--- config.mk ---
export PLATFORM = sky130hd
export DESIGN_NAME = insn_trace_buffer
export DESIGN_NICKNAME = d
export VERILOG_FILES = /design/src/rtl/insn_trace_buffer.sv
export SDC_FILE = /design/constraint.sdc
export NUM_CORES = 1
export LEC_CHECK = 0
export CORE_ASPECT_RATIO = 0.9
export CORE_MARGIN = 2
export CORE_UTILIZATION = 55
export CTS_CLUSTER_DIAMETER = 100
export DETAILED_ROUTE_END_ITERATION = 8
export PLACE_DENSITY = 0.79
export SYNTH_ARGS = -nofsm -noshare
export SYNTH_HDL_FRONTEND = slang
export SYNTH_SLANG_ARGS = --single-unit
--- constraint.sdc ---
create_clock -name i_clk -period 11.6 [get_ports i_clk]
set_input_delay 1.16 -clock i_clk [delete_from_list [all_inputs] [get_ports i_clk]]
set_output_delay 1.16 -clock i_clk [all_outputs]
set_load 0.05 [all_outputs]
--- src/rtl/insn_trace_buffer.sv ---
// Commit-trace capture buffer: records {pc, insn, timestamp} of retiring instructions in a
// circular buffer, freezes POST_TRIG entries after a trigger, then drains oldest-first.
module insn_trace_buffer #(
    parameter int DEPTH     = 16,
    parameter int POST_TRIG = 8,
    parameter int PC_W      = 32,
    parameter int INSN_W    = 32,
    parameter int TS_W      = 16
) (
    input  logic                     i_clk,
    input  logic                     i_rst_n,
    input  logic [PC_W-1:0]          i_pc,
    input  logic [INSN_W-1:0]        i_insn,
    input  logic                     i_insn_vld,
    input  logic                     i_arm,
    input  logic                     i_clr,
    input  logic                     i_trig_en,
    input  logic [PC_W-1:0]          i_trig_pc,
    input  logic                     i_force_trig,
    input  logic                     i_rd_req,
    output logic                     o_rd_vld,
    output logic [PC_W-1:0]          o_rd_pc,
    output logic [INSN_W-1:0]        o_rd_insn,
    output logic [TS_W-1:0]          o_rd_ts,
    output logic [$clog2(DEPTH):0]   o_count,
    output logic [1:0]               o_state
);

    localparam int AW = $clog2(DEPTH);
    localparam int CW = AW + 1;
    localparam int EW = PC_W + INSN_W + TS_W;

    localparam logic [1:0] ST_IDLE  = 2'b00;
    localparam logic [1:0] ST_ARMED = 2'b01;
    localparam logic [1:0] ST_POST  = 2'b10;
    localparam logic [1:0] ST_DONE  = 2'b11;

    localparam logic [AW-1:0]   PTR_ONE   = AW'(1);
    localparam logic [CW-1:0]   CNT_ONE   = CW'(1);
    localparam logic [CW-1:0]   CNT_FULL  = CW'(DEPTH);
    localparam logic [CW-1:0]   POST_INIT = CW'(POST_TRIG);
    localparam logic [TS_W-1:0] TS_ONE    = TS_W'(1);

    logic [1:0]        state_q,    state_d;
    logic [AW-1:0]     wr_ptr_q,   wr_ptr_d;
    logic [AW-1:0]     rd_ptr_q,   rd_ptr_d;
    logic [CW-1:0]     count_q,    count_d;
    logic [CW-1:0]     post_cnt_q, post_cnt_d;
    logic [TS_W-1:0]   ts_q;
    logic              rd_vld_q,   rd_vld_d;
    logic [PC_W-1:0]   rd_pc_q,    rd_pc_d;
    logic [INSN_W-1:0] rd_insn_q,  rd_insn_d;
    logic [TS_W-1:0]   rd_ts_q,    rd_ts_d;

    logic [EW-1:0]     mem [DEPTH];
    logic [PC_W-1:0]   ent_pc;
    logic [INSN_W-1:0] ent_insn;
    logic [TS_W-1:0]   ent_ts;

    logic capture;
    logic trigger;

    assign trigger = i_force_trig | (i_trig_en & i_insn_vld & (i_pc == i_trig_pc));
    assign {ent_pc, ent_insn, ent_ts} = mem[rd_ptr_q];

    always_comb begin
        // NOTE: every combinational output gets a default first so no path leaves it unassigned
        // and no latch is inferred.
        state_d    = state_q;
        wr_ptr_d   = wr_ptr_q;
        rd_ptr_d   = rd_ptr_q;
        count_d    = count_q;
        post_cnt_d = post_cnt_q;
        rd_vld_d   = 1'b0;
        rd_pc_d    = rd_pc_q;
        rd_insn_d  = rd_insn_q;
        rd_ts_d    = rd_ts_q;
        capture    = 1'b0;

        if (i_clr) begin
            state_d    = ST_IDLE;
            wr_ptr_d   = '0;
            rd_ptr_d   = '0;
            count_d    = '0;
            post_cnt_d = '0;
        end else begin
            case (state_q)
                ST_IDLE: begin
                    if (i_arm) begin
                        state_d  = ST_ARMED;
                        wr_ptr_d = '0;
                        count_d  = '0;
                    end
                end
                ST_ARMED, ST_POST: begin
                    // Re-arming while capturing restarts with an empty buffer.
                    if (i_arm) begin
                        state_d    = ST_ARMED;
                        wr_ptr_d   = '0;
                        count_d    = '0;
                        post_cnt_d = '0;
                    end else begin
                        capture = i_insn_vld;
                        if (state_q == ST_ARMED) begin
                            if (trigger) begin
                                if (POST_TRIG == 0) begin
                                    state_d = ST_DONE;
                                end else begin
                                    state_d    = ST_POST;
                                    post_cnt_d = POST_INIT;
                                end
                            end
                        end else if (i_insn_vld) begin
                            post_cnt_d = post_cnt_q - CNT_ONE;
                            if (post_cnt_q == CNT_ONE) begin
                                state_d = ST_DONE;
                            end
                        end
                    end
                end
                default: begin
                    if (i_rd_req && (count_q != '0)) begin
                        rd_vld_d  = 1'b1;
                        rd_pc_d   = ent_pc;
                        rd_insn_d = ent_insn;
                        rd_ts_d   = ent_ts;
                        rd_ptr_d  = rd_ptr_q + PTR_ONE;
                        count_d   = count_q - CNT_ONE;
                    end else if (count_q == '0) begin
                        state_d = ST_IDLE;
                    end
                end
            endcase
        end

        if (capture) begin
            wr_ptr_d = wr_ptr_q + PTR_ONE;
            if (count_q != CNT_FULL) begin
                count_d = count_q + CNT_ONE;
            end
        end

        // Oldest entry sits count places behind the write pointer once capture stops.
        if ((state_d == ST_DONE) && (state_q != ST_DONE)) begin
            rd_ptr_d = wr_ptr_d - count_d[AW-1:0];
        end
    end

    // NOTE: sequential state uses non-blocking assignments so every register samples
    // pre-edge values regardless of statement order.
    always_ff @(posedge i_clk or negedge i_rst_n) begin
        if (!i_rst_n) begin
            state_q    <= ST_IDLE;
            wr_ptr_q   <= '0;
            rd_ptr_q   <= '0;
            count_q    <= '0;
            post_cnt_q <= '0;
            ts_q       <= '0;
            rd_vld_q   <= 1'b0;
            rd_pc_q    <= '0;
            rd_insn_q  <= '0;
            rd_ts_q    <= '0;
        end else begin
            state_q    <= state_d;
            wr_ptr_q   <= wr_ptr_d;
            rd_ptr_q   <= rd_ptr_d;
            count_q    <= count_d;
            post_cnt_q <= post_cnt_d;
            ts_q       <= ts_q + TS_ONE;
            rd_vld_q   <= rd_vld_d;
            rd_pc_q    <= rd_pc_d;
            rd_insn_q  <= rd_insn_d;
            rd_ts_q    <= rd_ts_d;
        end
    end

    // NOTE: the storage array has no reset; count and pointers define which entries are
    // live, so it can map onto plain RAM.
    always_ff @(posedge i_clk) begin
        if (capture) begin
            mem[wr_ptr_q] <= {i_pc, i_insn, ts_q};
        end
    end

    assign o_rd_vld  = rd_vld_q;
    assign o_rd_pc   = rd_pc_q;
    assign o_rd_insn = rd_insn_q;
    assign o_rd_ts   = rd_ts_q;
    assign o_count   = count_q;
    assign o_state   = state_q;

endmodule

After elaboration in Yosys (flattened, before gate mapping)
Memories as Yosys holds them, arrays and structs flattened. A register that Yosys moved wholly into a read port is not among the register bits.
Index checks and enable logic that the tools add are counted.
- bitwise gates (word level): 5
- reduce and logical (&&, ||, !) cells: 14
- mux-type cells: 38
- equal/unequal tests: 9
- $add $sub $neg: 7
- operators with widths (kind ; count):
    5-bit 2-to-1 mux ; 12
    32-bit equality test ; 1
    4-bit 2-to-1 mux ; 8
    2-bit 2-to-1 mux ; 9
    16-bit by 1-bit adder with 16-bit output (second input constant) ; 1
    5-bit by 1-bit subtractor with 5-bit output (second input constant) ; 2
    4-bit by 1-bit adder with 4-bit output (second input constant) ; 2
    1-bit 2-to-1 mux ; 8
    3-bit AND reduction ; 2
    5-bit by 1-bit adder with 5-bit output (second input constant) ; 1
    5-bit by 1-bit equality test with 1-bit output (second input constant) ; 1
    5-bit logical NOT ; 1
    5-bit inequality test (second input constant) ; 1
    5-bit nonzero test ; 1
    2-bit equality test (second input constant) ; 2
    4-bit inequality test (second input constant) ; 1
    2-bit case mux with 2 select lines ; 1
    4-bit nonzero test ; 1
    4-bit subtractor ; 1
    3-bit by 1-bit inequality test with 1-bit output (second input constant) ; 1
    3-bit nonzero test ; 1
    3-bit OR reduction ; 1
    1-bit bitwise AND ; 2
    2-bit by 1-bit equality test with 1-bit output (second input constant) ; 1
    other kinds (9) ; 11
- memories: 1
- flip-flop bits (word level): 37
- input bits: 104
- bits in writable memories: 1280
- output and inout port bits: 88
- memory list (memory ; words ; bits a word ; rd ports ; clocked after Yosys merged registers in ; write ports ; line ; source):
    mem ; 16 ; 80 ; 1 ; 1 ; 1 ; 55 ; logic [EW-1:0] mem [DEPTH];

Logic depth before layout (Yosys ltp)
- depth after elaboration: 12
- mapped depth: 15
- mapped depth without buffers: 14

Least setup slack after synthesis
No wires, ideal clock.
- kind: input port to flip-flop
- start: input port i_clr
- end: memory mem[0][0] (netlist bit), enable pin
- setup slack: 1822 ps
- stages on the path: 3
- setup time: 715 ps
- path buffers: 1
- arrival: 9062 ps
- path through: nand4bb_1 > clkbuf_1 > nor4_1
- cells in the longest elaborated chain, start to end: 3
- RTL lines (element ; line ; source):
    from (decl) ; 16 ; input logic i_clr,
    1-bit 2-to-1 mux ; 80 ; if (i_clr) begin
    1-bit 2-to-1 mux ; 180 ; if (capture) begin
    1-bit 2-to-1 mux (implied by the code) ; 181 ; mem[wr_ptr_q] <= {i_pc, i_insn, ts_q};
    to (decl) ; 55 ;
No other way between the ends.

Worst setup path after layout
- start: input port i_clr
- end: register rd_ptr_q[2]
- cells in the longest elaborated chain, start to end: 5
- RTL lines (element ; line ; source):
    5-bit 2-to-1 mux ; 80 ;
    5-bit 2-to-1 mux ; 138 ; if (count_q != CNT_FULL) begin
    5-bit 2-to-1 mux (*) ; 136 ; if (capture) begin
    via count_d[0] ; 47 ; logic [CW-1:0] count_q, count_d;
    4-bit subtractor (*) ; 145 ; rd_ptr_d = wr_ptr_d - count_d[AW-1:0];
    4-bit 2-to-1 mux (*) ; 144 ; if ((state_d == ST_DONE) && (state_q != ST_DONE)) begin
    to (signal assigned) ; 166 ; rd_ptr_q <= rd_ptr_d;
    to (decl) ; 46 ; logic [AW-1:0] rd_ptr_q, rd_ptr_d;
The timed path passes the listed nets; every way through them passes the cells marked *.
A chain may end at the register's enable or synchronous reset.

==> flow_summary.ini <==
[status]
status = completed

[grt]
grt_max_degree = 144
grt.total_usage_pct = 25.4
grt_antenna_before_repair = 7
overflow = 0
grt_pass1_vias = 29640
grt_pass1_wl_um = 190000

[floorplanning]
die_area_um2 = 101000
start_util_pct = 55.4
die_height_um = 302
core_um2 = 97900
ios = 192
rows = 109
die_w_um = 335

[route]
dr_total_vias = 28944
drt_wl_total_um = 127000
avgViaCountPerCell = 6.38
drt_iter0_drc = 3074
avgRoutedWirePerCell_um = 28.0
drt_pass1_iterations = 8
drc = 0
ant_nets = 0

[run]
cap_violations = 0

[worst_setup_path]
r2r-start = o_state[0]
arrival_ps = 5400
r2r_slack_ps = 7320
r2r_end = rd_ptr_q[2]
cp_max_fo = 22
critPathRequiredTime_ps = 12210
r2r_cells = 12
crit_end = rd_ptr_q[2]
startpoint = i_clr
path_class = input pin to flip-flop
start_kind = input pin
crit_path_end_kind = flip-flop

[timing]
finalClockSkew_ps = 20.3
setup_viol = 0
tightest_slew_ps = 1370
rsz0062_at_grt = false
max_freq_ghz = 0.209
fin_tns_setup_ps = 0
whs_ps = 415
min_period_ps = 4800
period_share_pct = 41.3
finalHoldViolCount = 0
fin_ws_ps = 6800
drv_slew = 0
slew_headroom_pct = 8.74

[clocking]
cts_setup_buffers = 0
cts_root_buf = clkbuf_16
cts_buffers = 132
cts_buffer_depth = 3
clock_latency_ps = 740
cts_sinks = 1397
cts_max_level = 4
hold_buffers = 0
ctsResizeCount = 0
cts_tree = done
path_clk_slew_ps = 60

[power]
p_leak_uw = 0.0192
power_switching_uw = 2040
seqPwrFrac_pct = 54.3
p_per_area_nw_per_um2 = 164
finalPower_uw = 10100
pwr-share-clk_pct = 42.6
pwr-share-comb_pct = 3.1
switching_share_pct = 20.1
cellInternalPower_uw = 8110
ir_drop_v = 0.000144

[layout]
fill_cells = 6424
multi_input_area_um2 = 12200
area_growth_pct = 14.3
fin_util_pct = 63.2
layout.area.seq_um2 = 41400
drive_gt1_share_pct = 15.7
nets = 3270

[yosys]
synth_edf_count = 1280
yosysWarnings = 0
synth-seq-cells = 1397
synthTopCellsByArea = edfxtp_1 (71%), mux4_2 (6.6%), dfrtp_1 (5.4%)
synth_cells = 2938
ys.flop_type = edfxtp_1
syn_area_um2 = 54200
postSynthAreaPerCell_um2 = 18.4
yosysMostFrequentCell = edfxtp_1
yosys.area.top_type_share_pct = 70.9
yosys-top-cells-count = edfxtp_1 (1280), nand2_1 (260), mux2i_1 (240), o21ai_0 (166)
yosys.area.top_type = edfxtp_1
syn_nets = 3060
ys_types = 60
yosysSeqAreaShare_pct = 76.3
async_flop_share_pct = 8.38

[placed_design]
pre_cts_ws_ps = 6180
dp_hpwl_um = 66100
routabilityCongestion = 0.819
numPortBuffers = 191

[worst_hold_path]
hold_path_class = input pin to async pin
-- metal layers --
layer	wire length [um]	global-route usage (%)	share of wire [%]	up-vias
met4	3860	9.24	3.0	10
li1	-	-	-	12266
met1	49900	34.6	39	14904
met5	77	0	0.061	-
met2	63400	42.2	50	1511
met3	9980	3.95	7.8	253
-- power by group through the flow --
stage               Sequential (uW)  Combinational [uW]  Clock [uW]
finish                         5510                 311        4330
global route                   5510                 335        4570
CTS                            5510                 311        4380
detailed placement             5620                 308           0
global placement               5610                 293           0
floorplan                      5620                 141           0
-- worst min path at each step --
stage,cells past startpoint,to
floorplan,1,post_cnt_q[4]
global placement,2,o_rd_pc[28]
detailed placement,2,o_rd_pc[10]
CTS,1,o_rd_vld
global route,1,o_rd_insn[5]
finish,1,o_rd_insn[5]
-- placed cells by master (no fill, tap or decap), types with 3 or more instances in the layout --
master              n
edfxtp_1         1280
nand2_1           259
mux2i_1           240
clkdlybuf4s50_1   190
o21ai_0           166
mux4_2            160
o221ai_1          160
clkbuf_16         136
dfrtp_1           113
a21oi_1            89
mux2_2             80
xnor2_1            50
buf_4              42
clkbuf_1           29
clkinv_1           23
inv_1              22
clkinv_2           22
nor2_1             18
ha_1               17
nand4_1            14
bufinv_16          13
nand3_1            12
inv_6               8
clkbuf_8            7
xor2_1              5
nor2b_1             5
and2_4              5
nor3_1              4
or2_2               4
nor2_4              4
nor3_2              4
nor4_2              4
dfrtp_4             4
a31oi_1             3
and3_1              3
o21a_1              3
clkinv_8            3
buf_12              3
-- logic make-up after synthesis --
kind of cell               synth area share, %
AOI/OAI and AO/OA                         5.49
xor gates and xnor gates                 0.889
adders and majority gates                0.429
buffers and inverters                     1.31
DFF                                       76.3
muxes                                     12.7
and+or+nand+nor                           2.83
-- flip-flops by register name, summed over array words and instances (netlist names) --
name,count
mem,1280
o_rd_pc,32
wr_ptr_q,4
o_state,2
o_rd_ts,16
rd_ptr_q,4
o_rd_insn,32
ts_q,16
o_count,5
post_cnt_q,5
o_rd_vld,1
-- through the flow --
stage / area [um2] / instances
2_1_floorplan: 54200 / 2938
3_3_place_gp: 57600 / 4290
4_1_cts: 61900 / 4534
5_1_grt: 61900 / 4535
6_report: 61900 / 4536
3_5_place_dp: 57600 / 4290
-- critical path: stages --
cell             delay [ps]
clkdlybuf4s50_1         830
nand4bb_1               790
a31oi_1                 810
nor3_1                  140
a21oi_1                 170
o2bb2ai_1               130
ha_1                    280
fa_1                    460
xnor2_1                 210
nor2_2                   60
a2111oi_2               350
-- area by class of cell --
class,instances,share of cell area [%]
Clock buffer,172,5.83
Timing Repair Buffer,236,3.70
Multi-Input combinational cell,1359,19.8
Tap cell,1276,2.58
Sequential cell,1397,66.8
Clock inverter,72,1.18
Inverter,22,0.133
Antenna cell,2,0.00808
Power figures use the tool's default switching activity.
